===== src/rtl/pet2001_kbd_pkg.sv =====
`default_nettype none
// ============================================================================
//  pet2001_kbd_pkg
//  Shared constants, receiver state encoding and scan-code map entry type.
//  Revision: 1.0
// ============================================================================
package pet2001_kbd_pkg;

    localparam logic [7:0] PS2_BREAK = 8'hF0;
    localparam logic [7:0] PS2_EXT   = 8'hE0;
    localparam logic [7:0] PS2_BAT   = 8'hAA;
    localparam logic [7:0] PS2_ERR   = 8'hFF;
    localparam int         PET_ROWS  = 10;

    typedef enum logic [1:0] {
        ST_IDLE   = 2'd0,
        ST_DATA   = 2'd1,
        ST_PARITY = 2'd2,
        ST_STOP   = 2'd3
    } ps2_state_e;

    typedef struct packed {
        logic       hit;
        logic [3:0] row;
        logic [2:0] col;
    } key_map_t;

    function automatic key_map_t map_entry(input logic [3:0] row, input logic [2:0] col);
        key_map_t m;
        m.hit = 1'b1;
        m.row = row;
        m.col = col;
        return m;
    endfunction

endpackage
`default_nettype wire


===== src/rtl/ps2_rx.sv =====
`default_nettype none
// ============================================================================
//  ps2_rx
//  PS/2 frame receiver: input synchronisers, 11-bit frame FSM and watchdog.
//  Revision: 1.0
// ============================================================================
module ps2_rx
    import pet2001_kbd_pkg::*;
#(
    parameter int TIMEOUT_CYCLES = 50000,
    parameter int SYNC_STAGES    = 2
) (
    input  logic       clk,
    input  logic       reset,
    input  logic       ps2_clk,
    input  logic       ps2_data,
    output logic       code_vld,
    output logic [7:0] code,
    output logic       rx_err
);

    localparam int c_WD_W = (TIMEOUT_CYCLES > 1) ? $clog2(TIMEOUT_CYCLES) : 1;
    localparam logic [c_WD_W-1:0] c_WD_LAST = c_WD_W'(TIMEOUT_CYCLES - 1);

    logic [SYNC_STAGES-1:0] r_clk_sync;
    logic [SYNC_STAGES-1:0] r_dat_sync;
    logic                   r_clk_prev;
    logic                   w_clk_s;
    logic                   w_dat_s;
    logic                   w_fall;

    ps2_state_e             r_state;
    ps2_state_e             w_next;
    logic [7:0]             r_shift;
    logic [2:0]             r_bit_cnt;
    logic                   r_par_ok;
    logic [c_WD_W-1:0]      r_wdog;
    logic                   w_timeout;
    logic                   w_vld;
    logic                   w_err;
    logic                   r_code_vld;
    logic                   r_err;

    // Idle PS/2 lines are high, so synchronisers reset to 1 to avoid a false edge.
    always_ff @(posedge clk or posedge reset) begin
        if (reset) begin
            r_clk_sync <= '1;
            r_dat_sync <= '1;
            r_clk_prev <= 1'b1;
        end else begin
            r_clk_sync[0] <= ps2_clk;
            r_dat_sync[0] <= ps2_data;
            for (int i = 1; i < SYNC_STAGES; i++) begin
                r_clk_sync[i] <= r_clk_sync[i-1];
                r_dat_sync[i] <= r_dat_sync[i-1];
            end
            r_clk_prev <= w_clk_s;
        end
    end

    assign w_clk_s   = r_clk_sync[SYNC_STAGES-1];
    assign w_dat_s   = r_dat_sync[SYNC_STAGES-1];
    assign w_fall    = r_clk_prev & ~w_clk_s;
    assign w_timeout = (r_state != ST_IDLE) && !w_fall && (r_wdog == c_WD_LAST);

    always_ff @(posedge clk or posedge reset) begin
        if (reset) begin
            r_state <= ST_IDLE;
        end else begin
            r_state <= w_next;
        end
    end

    always_comb begin
        w_next = r_state;
        if (w_timeout) begin
            w_next = ST_IDLE;
        end else if (w_fall) begin
            case (r_state)
                ST_IDLE:   w_next = w_dat_s ? ST_IDLE : ST_DATA;
                ST_DATA:   w_next = (r_bit_cnt == 3'd7) ? ST_PARITY : ST_DATA;
                ST_PARITY: w_next = ST_STOP;
                default:   w_next = ST_IDLE;
            endcase
        end
    end

    always_comb begin
        w_vld = 1'b0;
        w_err = 1'b0;
        if (w_timeout) begin
            w_err = 1'b1;
        end else if (w_fall) begin
            if (r_state == ST_IDLE && w_dat_s) begin
                w_err = 1'b1;
            end
            if (r_state == ST_STOP) begin
                if (w_dat_s && r_par_ok) begin
                    w_vld = 1'b1;
                end else begin
                    w_err = 1'b1;
                end
            end
        end
    end

    always_ff @(posedge clk or posedge reset) begin
        if (reset) begin
            r_shift   <= '0;
            r_bit_cnt <= '0;
            r_par_ok  <= 1'b0;
        end else if (w_fall) begin
            case (r_state)
                ST_IDLE: r_bit_cnt <= '0;
                ST_DATA: begin
                    r_shift   <= {w_dat_s, r_shift[7:1]};
                    r_bit_cnt <= r_bit_cnt + 3'd1;
                end
                ST_PARITY: r_par_ok <= ^{r_shift, w_dat_s};
                default: ;
            endcase
        end
    end

    // Counts clk cycles since the last PS/2 edge while a frame is in progress.
    always_ff @(posedge clk or posedge reset) begin
        if (reset) begin
            r_wdog <= '0;
        end else if (r_state == ST_IDLE || w_fall || w_timeout) begin
            r_wdog <= '0;
        end else begin
            r_wdog <= r_wdog + 1'b1;
        end
    end

    always_ff @(posedge clk or posedge reset) begin
        if (reset) begin
            r_code_vld <= 1'b0;
            r_err      <= 1'b0;
        end else begin
            r_code_vld <= w_vld;
            r_err      <= w_err;
        end
    end

    assign code_vld = r_code_vld;
    assign code     = r_shift;
    assign rx_err   = r_err;

endmodule
`default_nettype wire


===== src/rtl/pet2001ps2_key.sv =====
`default_nettype none
// ============================================================================
//  pet2001ps2_key
//  PS/2 keyboard to PET 2001 10x8 key matrix with registered row readout.
//  Revision: 1.0
// ============================================================================
module pet2001ps2_key
    import pet2001_kbd_pkg::*;
#(
    parameter int TIMEOUT_CYCLES = 50000,
    parameter int SYNC_STAGES    = 2
) (
    input  logic       clk,
    input  logic       reset,
    input  logic       ps2_clk,
    input  logic       ps2_data,
    input  logic [3:0] keyrow,
    output logic [7:0] keyin,
    output logic       kbd_err
);

    logic                      w_code_vld;
    logic [7:0]                w_code;
    logic                      w_rx_err;
    key_map_t                  w_map;
    logic                      w_fake_shift;
    logic                      r_brk_pend;
    logic                      r_ext_pend;
    logic [PET_ROWS-1:0][7:0]  r_matrix;
    logic [7:0]                r_keyin;

    ps2_rx #(
        .TIMEOUT_CYCLES (TIMEOUT_CYCLES),
        .SYNC_STAGES    (SYNC_STAGES)
    ) u_ps2_rx (
        .clk      (clk),
        .reset    (reset),
        .ps2_clk  (ps2_clk),
        .ps2_data (ps2_data),
        .code_vld (w_code_vld),
        .code     (w_code),
        .rx_err   (w_rx_err)
    );

    assign kbd_err = w_rx_err;

    always_comb begin
        w_map = '0;
        case (w_code)
            8'h15: w_map = map_entry(4'd2, 3'd0);   // Q
            8'h24: w_map = map_entry(4'd2, 3'd1);   // E
            8'h2C: w_map = map_entry(4'd2, 3'd2);   // T
            8'h3C: w_map = map_entry(4'd2, 3'd3);   // U
            8'h1D: w_map = map_entry(4'd3, 3'd1);   // W
            8'h2D: w_map = map_entry(4'd3, 3'd2);   // R
            8'h35: w_map = map_entry(4'd3, 3'd3);   // Y
            8'h1C: w_map = map_entry(4'd4, 3'd0);   // A
            8'h23: w_map = map_entry(4'd4, 3'd1);   // D
            8'h34: w_map = map_entry(4'd4, 3'd2);   // G
            8'h3B: w_map = map_entry(4'd4, 3'd3);   // J
            8'h4B: w_map = map_entry(4'd4, 3'd4);   // L
            8'h1B: w_map = map_entry(4'd5, 3'd1);   // S
            8'h2B: w_map = map_entry(4'd5, 3'd2);   // F
            8'h33: w_map = map_entry(4'd5, 3'd3);   // H
            8'h42: w_map = map_entry(4'd5, 3'd4);   // K
            8'h1A: w_map = map_entry(4'd6, 3'd1);   // Z
            8'h21: w_map = map_entry(4'd6, 3'd2);   // C
            8'h32: w_map = map_entry(4'd6, 3'd3);   // B
            8'h5A: w_map = map_entry(4'd6, 3'd5);   // Enter
            8'h16: w_map = map_entry(4'd6, 3'd6);   // 1
            8'h26: w_map = map_entry(4'd6, 3'd7);   // 3
            8'h22: w_map = map_entry(4'd7, 3'd2);   // X
            8'h2A: w_map = map_entry(4'd7, 3'd3);   // V
            8'h31: w_map = map_entry(4'd7, 3'd4);   // N
            8'h1E: w_map = map_entry(4'd7, 3'd6);   // 2
            8'h12: w_map = map_entry(4'd8, 3'd0);   // L-Shift
            8'h3A: w_map = map_entry(4'd8, 3'd2);   // M
            8'h59: w_map = map_entry(4'd8, 3'd5);   // R-Shift
            8'h66: w_map = map_entry(4'd1, 3'd7);   // Backspace -> DEL
            8'h29: w_map = map_entry(4'd9, 3'd2);   // Space
            8'h76: w_map = map_entry(4'd9, 3'd4);   // Esc -> RUN/STOP
            default: w_map = '0;
        endcase
    end

    // Keyboards wrap some extended keys in E0 12 / E0 59 "fake shift" codes.
    assign w_fake_shift = r_ext_pend && (w_code == 8'h12 || w_code == 8'h59);

    always_ff @(posedge clk or posedge reset) begin
        if (reset) begin
            r_brk_pend <= 1'b0;
            r_ext_pend <= 1'b0;
            r_matrix   <= '0;
        end else if (w_code_vld) begin
            if (w_code == PS2_BREAK) begin
                r_brk_pend <= 1'b1;
            end else if (w_code == PS2_EXT) begin
                r_ext_pend <= 1'b1;
            end else begin
                r_brk_pend <= 1'b0;
                r_ext_pend <= 1'b0;
                if (w_code == PS2_BAT || w_code == PS2_ERR) begin
                    r_matrix <= '0;
                end else if (w_map.hit && !w_fake_shift) begin
                    r_matrix[w_map.row][w_map.col] <= !r_brk_pend;
                end
            end
        end
    end

    always_ff @(posedge clk or posedge reset) begin
        if (reset) begin
            r_keyin <= 8'hFF;
        end else if (keyrow < 4'(PET_ROWS)) begin
            r_keyin <= ~r_matrix[keyrow];
        end else begin
            r_keyin <= 8'hFF;
        end
    end

    assign keyin = r_keyin;

endmodule
`default_nettype wire


===== config.mk =====
export PLATFORM = sky130hd
export DESIGN_NAME = pet2001ps2_key
export DESIGN_NICKNAME = d
export VERILOG_FILES = /design/src/rtl/pet2001_kbd_pkg.sv /design/src/rtl/ps2_rx.sv /design/src/rtl/pet2001ps2_key.sv
export SDC_FILE = /design/constraint.sdc
export NUM_CORES = 1
export LEC_CHECK = 0
export BUFFER_PORTS_ARGS = -buffer_cell sky130_fd_sc_hd__buf_2
export CAP_MARGIN = 20
export CORE_AREA = 4 4 123 125
export DETAILED_ROUTE_END_ITERATION = 12
export DIE_AREA = 0 0 127 129
export GPL_ROUTABILITY_DRIVEN = 0
export PLACE_DENSITY = 0.67
export SYNTH_ARGS = -nofsm -noshare
export SYNTH_HDL_FRONTEND = slang
export SYNTH_SLANG_ARGS = --single-unit

===== constraint.sdc =====
create_clock -name clk -period 3.9 [get_ports clk]
set_input_delay 0.585 -clock clk [delete_from_list [all_inputs] [get_ports clk]]
set_output_delay 0.585 -clock clk [all_outputs]
set_load 0.02 [all_outputs]

==> out/results.tsv <==
stage	metric	value	unit
run_status	status	finished clean	
synthesis	synthDistinctLibCells	71	
cells_and_area	syn_to_final_growth	12.87	%
routing	vias_per_cell	6.252	
synthesis	synth_top_area_cell	dfrtp_1	
worst_setup_path	cp.arrival	3.72	ns
floorplanning	die_y	129	um
global_route	grt-ovfl-total	0	
timing	final_max_slew_viol_count	0	
synthesis	yosysWarnings	0	
timing	hold_viol	0	
timing	fin_skew	0.008828	ns
global_route	grt_first_pass_wirelength	28480	um
floorplanning	ioPinCount	17	
timing	finalSetupViolations	0	
power	p_leak	0.003141	uW
synthesis	synth_top_cell_area_share	0.4151	
routing	drt_iter0_drc	543	
timing	rsz0062_at_grt	false	
routing	vias	5433	
worst_setup_path	crit_buf_inv	1	
synthesis	ys_ff_latch	127	
floorplanning	num_rows	43	
clock_network	clkTransAtPathRegs	0.06	ns
global_route	first_global_vias	5498	
floorplanning	die_x	127	um
clock_network	clkLatencyLatePin	0.42	ns
synthesis	synth_ff_type	dfrtp_1	
synthesis	syn_avg_cell_area	10.29	sq um
worst_setup_path	cp.required	4.19	ns
routing	ant_nets	0	
cells_and_area	drive_gt1_frac	0.1872	
global_route	gr-usage-all-layers	0.2167	
routing	wl_per_cell	18.86	um
clock_network	cts_setup_buffers	0	
cells_and_area	antennaDiodeCount	0	
synthesis	syn_inst	668	
cells_and_area	mostFrequentLayoutCell	dfrtp_1	
clock_network	h-tree-depth	4	
floorplanning	die-area	16380	sq um
worst_setup_path	start_kind	flop	
worst_setup_path	slowest_stage	or4b_4	
floorplanning	coreArea	13880	sq um
run	maxCapViolations	0	
cells_and_area	final_cell_mix	dfrtp_1, nand2_1, o21ai_0	
synthesis	ys_async_sr_fraction	1.000	
synthesis	syn_area	6873	sq um
clock_network	cts_tree	done	
worst_setup_path	crit_type	reg2reg	
timing	hold_ws	0.1346	ns
min_path	hold_path_class	in2async	
worst_setup_path	critPathMaxFanout	16	
power	cellPowerDensity	513.4	nW/um^2
worst_setup_path	endpoint_kind	flop	
clock_network	numCtsBuffers	17	
timing	layout_min_cycle_time	3.432	ns
synthesis	ys_seq_area_frac	0.4648	
power	worst_ir_drop_vdd	0.0003573	V
worst_setup_path	critPathTopFamily	simple AND/OR/NAND/NOR gates	
placement	hpwl	10930	um
timing	worst_pin_slew	0.9553	ns
routing	drcViolationCount	0	
worst_setup_path	cpPeakStageDelay	0.64	ns
timing	finalSetupTns	0	ns
cells_and_area	nets	694	
synthesis	syn_nets	686	
clock_network	clk_path_buf_depth	2	
timing	fmax	291.4	MHz
placement	port_buffers	16	
routing	drt_first_pass_iters	5	
routing	wirelength	16390	um
worst_setup_path	worstPathCellList	inv_1 > ha_2 > nand2b_1 > a311oi_1 > nor2_1 > o41ai_4 > or4b_4 > nor4_1 > o22ai_1	
global_route	grt_max_degree	72	
synthesis	synth_area_leaders	dfrtp_1, mux4_2, dfstp_2, o21ai_0, nand2_1	
timing	max_slew_margin	0.3608	
floorplanning	initial_core_util	0.4951	
timing	finalCritPeriodShare	0.8800	
synthesis	synth_edf_count	0	
clock_network	cts_sinks	127	
global_route	antenna_found_initial	0	
clock_network	cts-root-buf	clkbuf_16	
worst register-to-register path, cell delays in order (launching register included):
cell and delay [ns]:
dfrtp_1 0.50, inv_1 0.21, ha_2 0.35, nand2b_1 0.14, a311oi_1 0.32, nor2_1 0.12
o41ai_4 0.57, or4b_4 0.64, nor4_1 0.33, o22ai_1 0.12
per-stage QoR:
stage / std cells / utilization / setup slack (ns) / cell area [sq um] / total power, uW
floorplan: 668 / - / 0.8410 / 6877 / 2167
global placement: 836 / 0.5131 / 0.4438 / 7122 / 2354
detailed placement: 837 / 0.5145 / 0.2260 / 7142 / 2376
CTS: 869 / 0.5584 / 0.2128 / 7751 / 3998
global route: 869 / 0.5589 / 0.1545 / 7757 / 4174
finish: 869 / 0.5589 / 0.4681 / 7757 / 3983
final timing paths:
check                                              end  cells after the start  slack [ns]                   start
min in group clk                u_ps2_rx.r_clk_sync[0]                      1        0.27                 ps2_clk
worst max-delay path                      r_matrix[63]                      9        0.47        u_ps2_rx.code[0]
worst min register to register  u_ps2_rx.r_clk_sync[1]                      0        0.35  u_ps2_rx.r_clk_sync[0]
worst min-delay path                  u_ps2_rx.code[0]                      2        0.13                   reset
worst max register to register            r_matrix[63]                      9        0.47        u_ps2_rx.code[0]
max in group asynchronous                     keyin[0]                      4        2.75                   reset
cell type report:
cell class | count | area (sq um)
Clock buffer | 22 | 474.2
Timing Repair Buffer | 41 | 280.3
Sequential cell | 127 | 3194
Clock inverter | 10 | 135.1
Fill cell | 1188 | 6123
Multi-Input combinational cell | 469 | 3369
Inverter | 20 | 78.83
Tap cell | 180 | 225.2
cell usage after synthesis, drive strengths merged (3+ instances only):
library cell	count
dfrtp	114
o21ai	56
nand2	55
nor2	37
clkbuf	34
o311ai	28
a21oi	25
and2	24
inv	19
buf	18
mux4	18
nand3	16
nor4	15
o211ai	15
o22ai	14
xnor2	14
dfstp	13
mux2	12
nand2b	11
ha	10
mux2i	9
a22oi	8
nand4	8
a2bb2oi	7
xor2	7
and3	5
nand4b	5
nor2b	5
o32ai	5
nor3	4
nor3b	4
or2	4
a211o	3
a211oi	3
a31oi	3
nand3b	3
o2111ai	3
or3	3
or3b	3
kinds of logic (layout without fill, tap and decap cells):
| family | count (synthesis) | count (layout) | share of synthesized area |
|---|---|---|---|
| AO/OA/AOI/OAI | 187 | 187 | 0.1864 |
| XOR/XNOR | 21 | 21 | 0.02676 |
| adder cells (fa/ha/maj) | 10 | 10 | 0.01820 |
| buffers and inverters | 72 | 93 | 0.04624 |
| flip-flops | 127 | 127 | 0.4648 |
| multiplexers | 39 | 39 | 0.09175 |
| AND/OR/NAND/NOR | 212 | 212 | 0.1658 |
repair_timing:
action                     CTS  global route
resized for setup            0             2
hold buffers                 0             0
setup endpoints to repair    0             6
state kept, by name, summed over array words and instances (netlist names):
name / flops
u_ps2_rx.r_par_ok: 1
u_ps2_rx.r_clk_sync: 2
u_ps2_rx.r_clk_prev: 1
r_matrix: 80
keyin: 8
u_ps2_rx.code: 8
u_ps2_rx.code_vld: 1
r_ext_pend: 1
u_ps2_rx.r_state: 2
r_brk_pend: 1
u_ps2_rx.r_dat_sync: 2
u_ps2_rx.r_wdog: 16
u_ps2_rx.r_bit_cnt: 3
u_ps2_rx.rx_err: 1
per-layer routing:
layer	vias to the layer above	global-route usage	wire length [um]
met4	0	0.07886	309
met3	29	0.04691	824
met5	-	0	0
met2	169	0.3490	7931
met1	2713	0.2913	7320
li1	2522	-	-
power by group:
| part | switching, uW | internal, uW |
|---|---|---|
| clock | 562 | 1050 |
| sequential | 143 | 1360 |
| combinational | 527 | 339 |
(Power assumes the default switching activity.)
